### src/rtl/dvd_feed_pkg.sv
// -----------------------------------------------------------------------------
// dvd_feed_pkg
// Shared definitions for the divider-accelerator bus feeder:
//   - frame FSM state encodings (IDLE, B0..B3) as legacy localparams plus an
//     enum view of the same encodings for debug visibility
//   - FRAME_BYTES, the number of bytes per operand frame on the 8-bit bus
//   - BYTE_ORDER_MSB_FIRST, the byte order this block owns on the link
//   - operand_pair_t, the {dividend, divisor} pair stored in the FIFO
//   - pack_frame(), which orders a pair into the 32-bit frame word so that
//     bits [31:24] always carry the first byte on the bus
// -----------------------------------------------------------------------------
package dvd_feed_pkg;

   localparam int FRAME_BYTES = 4;

   // 1: dividend[15:8], dividend[7:0], divisor[15:8], divisor[7:0]
   localparam logic BYTE_ORDER_MSB_FIRST = 1'b1;

   localparam logic [2:0] FS_IDLE = 3'd0;
   localparam logic [2:0] FS_B0   = 3'd1;
   localparam logic [2:0] FS_B1   = 3'd2;
   localparam logic [2:0] FS_B2   = 3'd3;
   localparam logic [2:0] FS_B3   = 3'd4;

   typedef enum logic [2:0] {
      ST_IDLE = FS_IDLE,
      ST_B0   = FS_B0,
      ST_B1   = FS_B1,
      ST_B2   = FS_B2,
      ST_B3   = FS_B3
   } feed_state_e;

   typedef struct packed {
      logic [15:0] dividend;
      logic [15:0] divisor;
   } operand_pair_t;

   // Frame word with the first byte to transmit in bits [31:24].
   function automatic logic [31:0] pack_frame(input operand_pair_t pair);
      logic [31:0] word_s;
      word_s = {pair.dividend, pair.divisor};
      if (BYTE_ORDER_MSB_FIRST) begin
         pack_frame = word_s;
      end else begin
         pack_frame = {word_s[7:0], word_s[15:8], word_s[23:16], word_s[31:24]};
      end
   endfunction

endpackage

### src/rtl/dvd_feed_fifo.sv
// -----------------------------------------------------------------------------
// dvd_feed_fifo
// Synchronous FIFO with occupancy count. The head entry is presented
// combinationally on rd_data; rd_en pops it at the clock edge. Writes while
// full and reads while empty are ignored. A write at full is refused even if
// a read happens in the same cycle (no full-bypass).
// Ports:
//   clk      rising-edge clock
//   RstN     asynchronous active-low reset (pointers, count, storage cleared)
//   wr_en    write request, honoured when not full
//   wr_data  entry to write
//   rd_en    pop request, honoured when not empty
//   rd_data  head entry
//   count    entries stored (registered)
//   full     count == DEPTH
//   empty    count == 0
// -----------------------------------------------------------------------------
module dvd_feed_fifo #(
   parameter int DEPTH = 4,
   parameter int WIDTH = 32,
   parameter int CNT_W = $clog2(DEPTH + 1)
) (
   input  logic             clk,
   input  logic             RstN,
   input  logic             wr_en,
   input  logic [WIDTH-1:0] wr_data,
   input  logic             rd_en,
   output logic [WIDTH-1:0] rd_data,
   output logic [CNT_W-1:0] count,
   output logic             full,
   output logic             empty
);

   localparam int PTR_W = (DEPTH > 1) ? $clog2(DEPTH) : 1;

   logic [WIDTH-1:0] mem_r [DEPTH];
   logic [PTR_W-1:0] wr_ptr_r;
   logic [PTR_W-1:0] rd_ptr_r;
   logic [CNT_W-1:0] count_r;
   logic             push_s;
   logic             pop_s;

   assign full    = (count_r == CNT_W'(DEPTH));
   assign empty   = (count_r == '0);
   assign push_s  = wr_en && !full;
   assign pop_s   = rd_en && !empty;
   assign rd_data = mem_r[rd_ptr_r];
   assign count   = count_r;

   // Storage array: written at the write pointer on an accepted push.
   always_ff @(posedge clk or negedge RstN) begin
      if (!RstN) begin
         for (int i = 0; i < DEPTH; i++) begin
            mem_r[i] <= '0;
         end
      end else if (push_s) begin
         mem_r[wr_ptr_r] <= wr_data;
      end
   end

   // Pointers wrap naturally because DEPTH is a power of two.
   always_ff @(posedge clk or negedge RstN) begin
      if (!RstN) begin
         wr_ptr_r <= '0;
         rd_ptr_r <= '0;
      end else begin
         if (push_s) begin
            wr_ptr_r <= wr_ptr_r + PTR_W'(1);
         end
         if (pop_s) begin
            rd_ptr_r <= rd_ptr_r + PTR_W'(1);
         end
      end
   end

   // Occupancy: push+pop together leaves the count unchanged.
   always_ff @(posedge clk or negedge RstN) begin
      if (!RstN) begin
         count_r <= '0;
      end else begin
         case ({push_s, pop_s})
            2'b10:   count_r <= count_r + CNT_W'(1);
            2'b01:   count_r <= count_r - CNT_W'(1);
            default: count_r <= count_r;
         endcase
      end
   end

endmodule

### src/rtl/dvd_bus_feeder.sv
// -----------------------------------------------------------------------------
// dvd_bus_feeder
// Buffers 16-bit dividend/divisor pairs from a producer and serializes each
// pair into a 4-byte frame on the divider accelerator's 8-bit input bus:
//   B0: dividend[15:8] (StartData=1), B1: dividend[7:0],
//   B2: divisor[15:8], B3: divisor[7:0], then at least one IDLE cycle.
// A frame is launched from IDLE only when the FIFO is non-empty and
// ReadyToAccept is high; once started it always completes.
// All bus outputs are registered.
// Ports:
//   clk            rising-edge clock
//   RstN           asynchronous active-low reset (aborts any frame)
//   PushValid      producer offers a pair
//   PushReady      FIFO not full (combinational from count only)
//   PushDividend   dividend of offered pair
//   PushDivisor    divisor of offered pair
//   ReadyToAccept  accelerator can take a new frame (sampled in IDLE only)
//   StartData      high on the cycle carrying byte 0 of a frame
//   BusDataIn      frame byte, 0 when idle
//   Busy           frame in progress (B0..B3)
//   DropCount      (DVD_FEED_ZERO_FILTER_EN only) saturating count of
//                  discarded zero-divisor pairs
//   Level          pairs currently stored
// Build option:
//   DVD_FEED_ZERO_FILTER_EN - when defined, a head pair with divisor==0 is
//   popped and discarded in IDLE (one cycle, independent of ReadyToAccept).
// -----------------------------------------------------------------------------
module dvd_bus_feeder
   import dvd_feed_pkg::*;
#(
   parameter int DEPTH = 4,
   parameter int LVL_W = $clog2(DEPTH + 1)
) (
   input  logic             clk,
   input  logic             RstN,
   input  logic             PushValid,
   output logic             PushReady,
   input  logic [15:0]      PushDividend,
   input  logic [15:0]      PushDivisor,
   input  logic             ReadyToAccept,
   output logic             StartData,
   output logic [7:0]       BusDataIn,
   output logic             Busy,
`ifdef DVD_FEED_ZERO_FILTER_EN
   output logic [7:0]       DropCount,
`endif
   output logic [LVL_W-1:0] Level
);

   operand_pair_t    push_pair_s;
   operand_pair_t    head_pair_s;
   logic [31:0]      head_word_s;
   logic [LVL_W-1:0] count_s;
   logic             fifo_full_s;
   logic             fifo_empty_s;
   logic             launch_s;
   logic             drop_s;
   logic             pop_s;

   logic [2:0]       state_r;
   logic [31:0]      shift_r;
   logic             start_r;
   logic [7:0]       bus_r;
   logic             busy_r;

   assign push_pair_s = '{dividend: PushDividend, divisor: PushDivisor};
   assign head_word_s = pack_frame(head_pair_s);

   dvd_feed_fifo #(
      .DEPTH (DEPTH),
      .WIDTH ($bits(operand_pair_t)),
      .CNT_W (LVL_W)
   ) u_fifo (
      .clk     (clk),
      .RstN    (RstN),
      .wr_en   (PushValid),
      .wr_data (push_pair_s),
      .rd_en   (pop_s),
      .rd_data (head_pair_s),
      .count   (count_s),
      .full    (fifo_full_s),
      .empty   (fifo_empty_s)
   );

   assign PushReady = !fifo_full_s;
   assign Level     = count_s;
   assign StartData = start_r;
   assign BusDataIn = bus_r;
   assign Busy      = busy_r;

   // Head-of-queue decision in IDLE: discard (filter build), launch, or wait.
   always_comb begin
      launch_s = 1'b0;
      drop_s   = 1'b0;
      if ((state_r == FS_IDLE) && !fifo_empty_s) begin
`ifdef DVD_FEED_ZERO_FILTER_EN
         if (head_pair_s.divisor == 16'h0000) begin
            drop_s = 1'b1;
         end else if (ReadyToAccept) begin
            launch_s = 1'b1;
         end else begin
            launch_s = 1'b0;
         end
`else
         if (ReadyToAccept) begin
            launch_s = 1'b1;
         end else begin
            launch_s = 1'b0;
         end
`endif
      end else begin
         launch_s = 1'b0;
         drop_s   = 1'b0;
      end
      pop_s = launch_s || drop_s;
   end

   // Frame FSM: byte 0 is loaded straight into the output register at launch,
   // the remaining three bytes stream out of the shift register.
   always_ff @(posedge clk or negedge RstN) begin
      if (!RstN) begin
         state_r <= FS_IDLE;
         shift_r <= 32'h0000_0000;
         start_r <= 1'b0;
         bus_r   <= 8'h00;
         busy_r  <= 1'b0;
      end else begin
         case (state_r)
            FS_IDLE: begin
               if (launch_s) begin
                  state_r <= FS_B0;
                  shift_r <= {head_word_s[23:0], 8'h00};
                  bus_r   <= head_word_s[31:24];
                  start_r <= 1'b1;
                  busy_r  <= 1'b1;
               end else begin
                  state_r <= FS_IDLE;
                  bus_r   <= 8'h00;
                  start_r <= 1'b0;
                  busy_r  <= 1'b0;
               end
            end
            FS_B0, FS_B1, FS_B2: begin
               state_r <= state_r + 3'd1;
               bus_r   <= shift_r[31:24];
               shift_r <= {shift_r[23:0], 8'h00};
               start_r <= 1'b0;
               busy_r  <= 1'b1;
            end
            FS_B3: begin
               state_r <= FS_IDLE;
               shift_r <= 32'h0000_0000;
               bus_r   <= 8'h00;
               start_r <= 1'b0;
               busy_r  <= 1'b0;
            end
            default: begin
               state_r <= FS_IDLE;
               shift_r <= 32'h0000_0000;
               bus_r   <= 8'h00;
               start_r <= 1'b0;
               busy_r  <= 1'b0;
            end
         endcase
      end
   end

`ifdef DVD_FEED_ZERO_FILTER_EN
   logic [7:0] drop_cnt_r;

   // Discard counter, saturating at 255.
   always_ff @(posedge clk or negedge RstN) begin
      if (!RstN) begin
         drop_cnt_r <= 8'h00;
      end else if (drop_s && (drop_cnt_r != 8'hFF)) begin
         drop_cnt_r <= drop_cnt_r + 8'd1;
      end
   end

   assign DropCount = drop_cnt_r;
`endif

endmodule

### config.mk
export PLATFORM = sky130hd
export DESIGN_NAME = dvd_bus_feeder
export DESIGN_NICKNAME = d
export VERILOG_FILES = /design/src/rtl/dvd_feed_pkg.sv /design/src/rtl/dvd_feed_fifo.sv /design/src/rtl/dvd_bus_feeder.sv
export SDC_FILE = /design/constraint.sdc
export NUM_CORES = 1
export LEC_CHECK = 0
export ABC_CLOCK_PERIOD_IN_PS = 2800
export CELL_PAD_IN_SITES_DETAIL_PLACEMENT = 1
export CELL_PAD_IN_SITES_GLOBAL_PLACEMENT = 1
export CORE_UTILIZATION = 35
export CTS_CLUSTER_SIZE = 25
export DETAILED_ROUTE_END_ITERATION = 6
export PLACE_DENSITY = 0.6
export SETUP_SLACK_MARGIN = 0.05
export SLEW_MARGIN = 20
export SYNTH_ARGS = -nofsm -noshare
export SYNTH_HDL_FRONTEND = slang
export SYNTH_SLANG_ARGS = --single-unit
export TNS_END_PERCENT = 30
### constraint.sdc
create_clock -name clk -period 2.8 [get_ports clk]
set_input_delay 0.84 -clock clk [delete_from_list [all_inputs] [get_ports clk]]
set_output_delay 0.84 -clock clk [all_outputs]
set_load 0.01 [all_outputs]
==> impl_metrics.ini <==
[status]
status = completed

[placement]
gp_congestion = 0.739
place_hpwl_um = 11600
numPortBuffers = 49
placedCellCount = 812

[sta]
timing.setup.tns_ps = 0
max_freq_mhz = 374
setup_viol_count_final = 0
worst_pin_slew_ps = 982
clock_skew_ps = 7.45
period_share_pct = 95.6
timing_hold_violations_final = 0
slew_viol_final = 0
hold-worst-slack_ps = 403
fin_crit_ps = 2680
max-slew-margin-rel_pct = 34.1
grt_setup_unrepaired = false

[grt]
grt_pass1_vias = 4947
antenna_found_initial = 0
grt_max_degree = 64
grt-ovfl-total = 0
grt_use_total_pct = 17.4
grt_pass1_wl_um = 28800

[power]
powerDensity_nw_per_um2 = 1260
seqPwrFrac_pct = 39.3
swShare_pct = 31.6
leakagePower_nw = 3.89
p_int_mw = 7.86
ir_drop_mv = 0.525
pwr-share-comb_pct = 39.8
power.share.clock_pct = 20.9
power_mw = 11.5
p_sw_mw = 3.63

[synth]
syn_inst = 498
synth_fp_nets = 545
ys_seq_area_share_pct = 56.3
netlist_area_um2 = 7650
synth.avg_cell_area_um2 = 15.4
ys_ff_latch = 172
yosysUniqueCellTypes = 33
ys_warn_count = 0

[route]
wirelength_um = 17200
wl_per_cell_um = 20.4
drt-vias-per-instance = 5.17
drc = 0
dr.pass1.iters = 4
drt_iter0_drc = 157
vias = 4351
ant_nets = 0

[final_layout]
finalNonFillerCells = 842
final_nets = 603
synthToLayoutAreaGrowth_pct = 19.5
fill_cells = 2114
utilization_pct = 43.1
diodes = 0
layout-drive-gt1-share_pct = 39.0

[worst_setup_path]
path_delay_family = buffers and inverters
cp-start-kind = flop
path_cells = or3b_4 > clkdlybuf4s50_1
worst-setup-path-type = flop to output pin
crit_fanout = 6
cp_slowest_cell = clkdlybuf4s50_1
crit_required_ps = 1960
cp_data_arrival_time_ps = 1840
worstSetupEndpointType = output pin
worst-r2r-cell-count = 11
slowest_delay_ps = 500
regToRegStartpoint = state_r[0]
path_buf_inv = 1
crit_path_end = PushReady
crit_path_start = u_fifo.count[1]
r2r_end = u_fifo.count[2]
reg2reg_slack_ps = 490
cp.depth = 2

[floorplan]
core-area_um2 = 21200
core.rowCount = 53
initial_utilization_pct = 36.0
io_pins = 50
dieHeight_um = 150
dieWidth_um = 150
die-area_um2 = 22400

[clocking]
cts_setup_buffers = 0
clkTransAtPathRegs_ps = 60
cts-htree-levels = 4
ctsRootBufferMaster = clkbuf_16
cts.sinks = 172
clk_latency_ps = 430
cts_tree = built
cts_resized = 1
cts-buffers-inserted = 17
cts_hold_buf = 0
clock_path_buffers = 2

[min_path]
min_path_type = input port to async pin

[run]
cap_violations = 0
-- power by group through the flow --
stage	clock (mW)	sequential, mW	combinational [mW]
2_1_floorplan	0	4.24	3.46
3_3_place_gp	0	4.45	4.52
3_5_place_dp	0	4.54	4.65
4_1_cts	2.47	4.52	4.68
5_1_grt	2.56	4.69	5.02
6_report	2.41	4.51	4.57
-- state kept, by name (all words and copies together) (netlist names) --
register,count
u_fifo.mem_r,128
shift_r,24
BusDataIn,8
state_r,3
u_fifo.count,3
u_fifo.rd_ptr_r,2
u_fifo.wr_ptr_r,2
Busy,1
StartData,1
-- synthesized netlist by cell type --
cell	instances	area, um^2
xnor2_1	3	26.3
o21ba_2	1	10.0
and2_1	1	6.26
inv_1	9	33.8
mux2_2	99	1110
a22o_1	8	70.1
a21oi_1	8	40.0
a2bb2oi_1	16	140
clkbuf_1	13	48.8
o31ai_1	1	7.51
buf_1	1	3.75
o31a_2	1	10.0
dfrtp_1	172	4300
nand3_1	19	95.1
nor2_1	3	11.3
and3_1	1	6.26
nand2b_1	2	12.5
buf_2	14	70.1
o21ai_0	18	90.1
mux4_2	32	721
or3b_1	1	8.76
ha_1	10	125
buf_6	2	22.5
clkinv_1	1	3.75
and3_4	1	11.3
nand2_1	21	78.8
buf_12	3	60.1
nor2b_1	1	6.26
fa_1	1	20.0
mux2_4	30	450
xor2_1	3	26.3
or3_1	1	6.26
o21bai_1	1	7.51
-- stage by stage --
stage / instance area [um^2] / setup slack [ps]
floorplan: 7650 / 225
global placement: 8530 / 67.8
detailed placement: 8530 / 40.5
CTS: 9140 / 80.8
global route: 9140 / 55.9
finish: 9140 / 124
-- per-layer routing --
metal  share of wire [%]  up-vias  global-route usage [%]
met5                   0        -                       0
met4                 1.5        0                    5.61
met3                 3.1       19                    3.99
met2                  50       72                    28.3
met1                  45     2320                    22.8
li1                    -     1940                       -
-- layout make-up --
class,count,area [um^2],share of cell area (%)
timing repair buffer,72,739,8.09
tap,275,344,3.77
inverter,10,37.5,0.411
sequential,172,4310,47.1
clock inverter,10,143,1.56
multi-input combinational,283,3110,34.0
clock buffer,20,457,5.00
-- cells in the final DEF (no fill, tap or decap), types with 2 or more instances in the layout --
cell type,count
buf_12,6
clkbuf_16,17
xnor2_1,3
mux4_2,32
dfrtp_2,2
a22o_1,8
clkbuf_8,2
nand3_1,19
inv_1,9
nor2_1,3
buf_4,17
a21oi_1,8
clkinv_4,2
bufinv_16,3
nand2b_1,2
mux2_4,30
nand2_1,21
clkinvlp_4,4
xor2_1,3
o21ai_0,18
dfrtp_1,170
mux2_2,99
a2bb2oi_1,16
ha_1,10
clkdlybuf4s50_1,48
-- logic make-up after synthesis --
logic type                 Yosys count  share of synthesized area (%)
and+or+nand+nor                     51                           3.17
adders and majority gates           11                           1.90
AOI/OAI and AO/OA                   54                           4.91
xor gates and xnor gates             6                          0.687
muxes                              161                           29.9
DFF                                172                           56.3
buffers and inverters               43                           3.17
-- worst min-delay path by stage --
stage / to / cells after the start
2_1_floorplan: BusDataIn[5] / 1
3_3_place_gp: u_fifo.mem_r[26] / 1
5_1_grt: u_fifo.mem_r[48] / 1
6_report: u_fifo.mem_r[48] / 1
4_1_cts: u_fifo.mem_r[51] / 1
3_5_place_dp: u_fifo.mem_r[12] / 1
No activity file was read; power rests on OpenSTA's default activity.
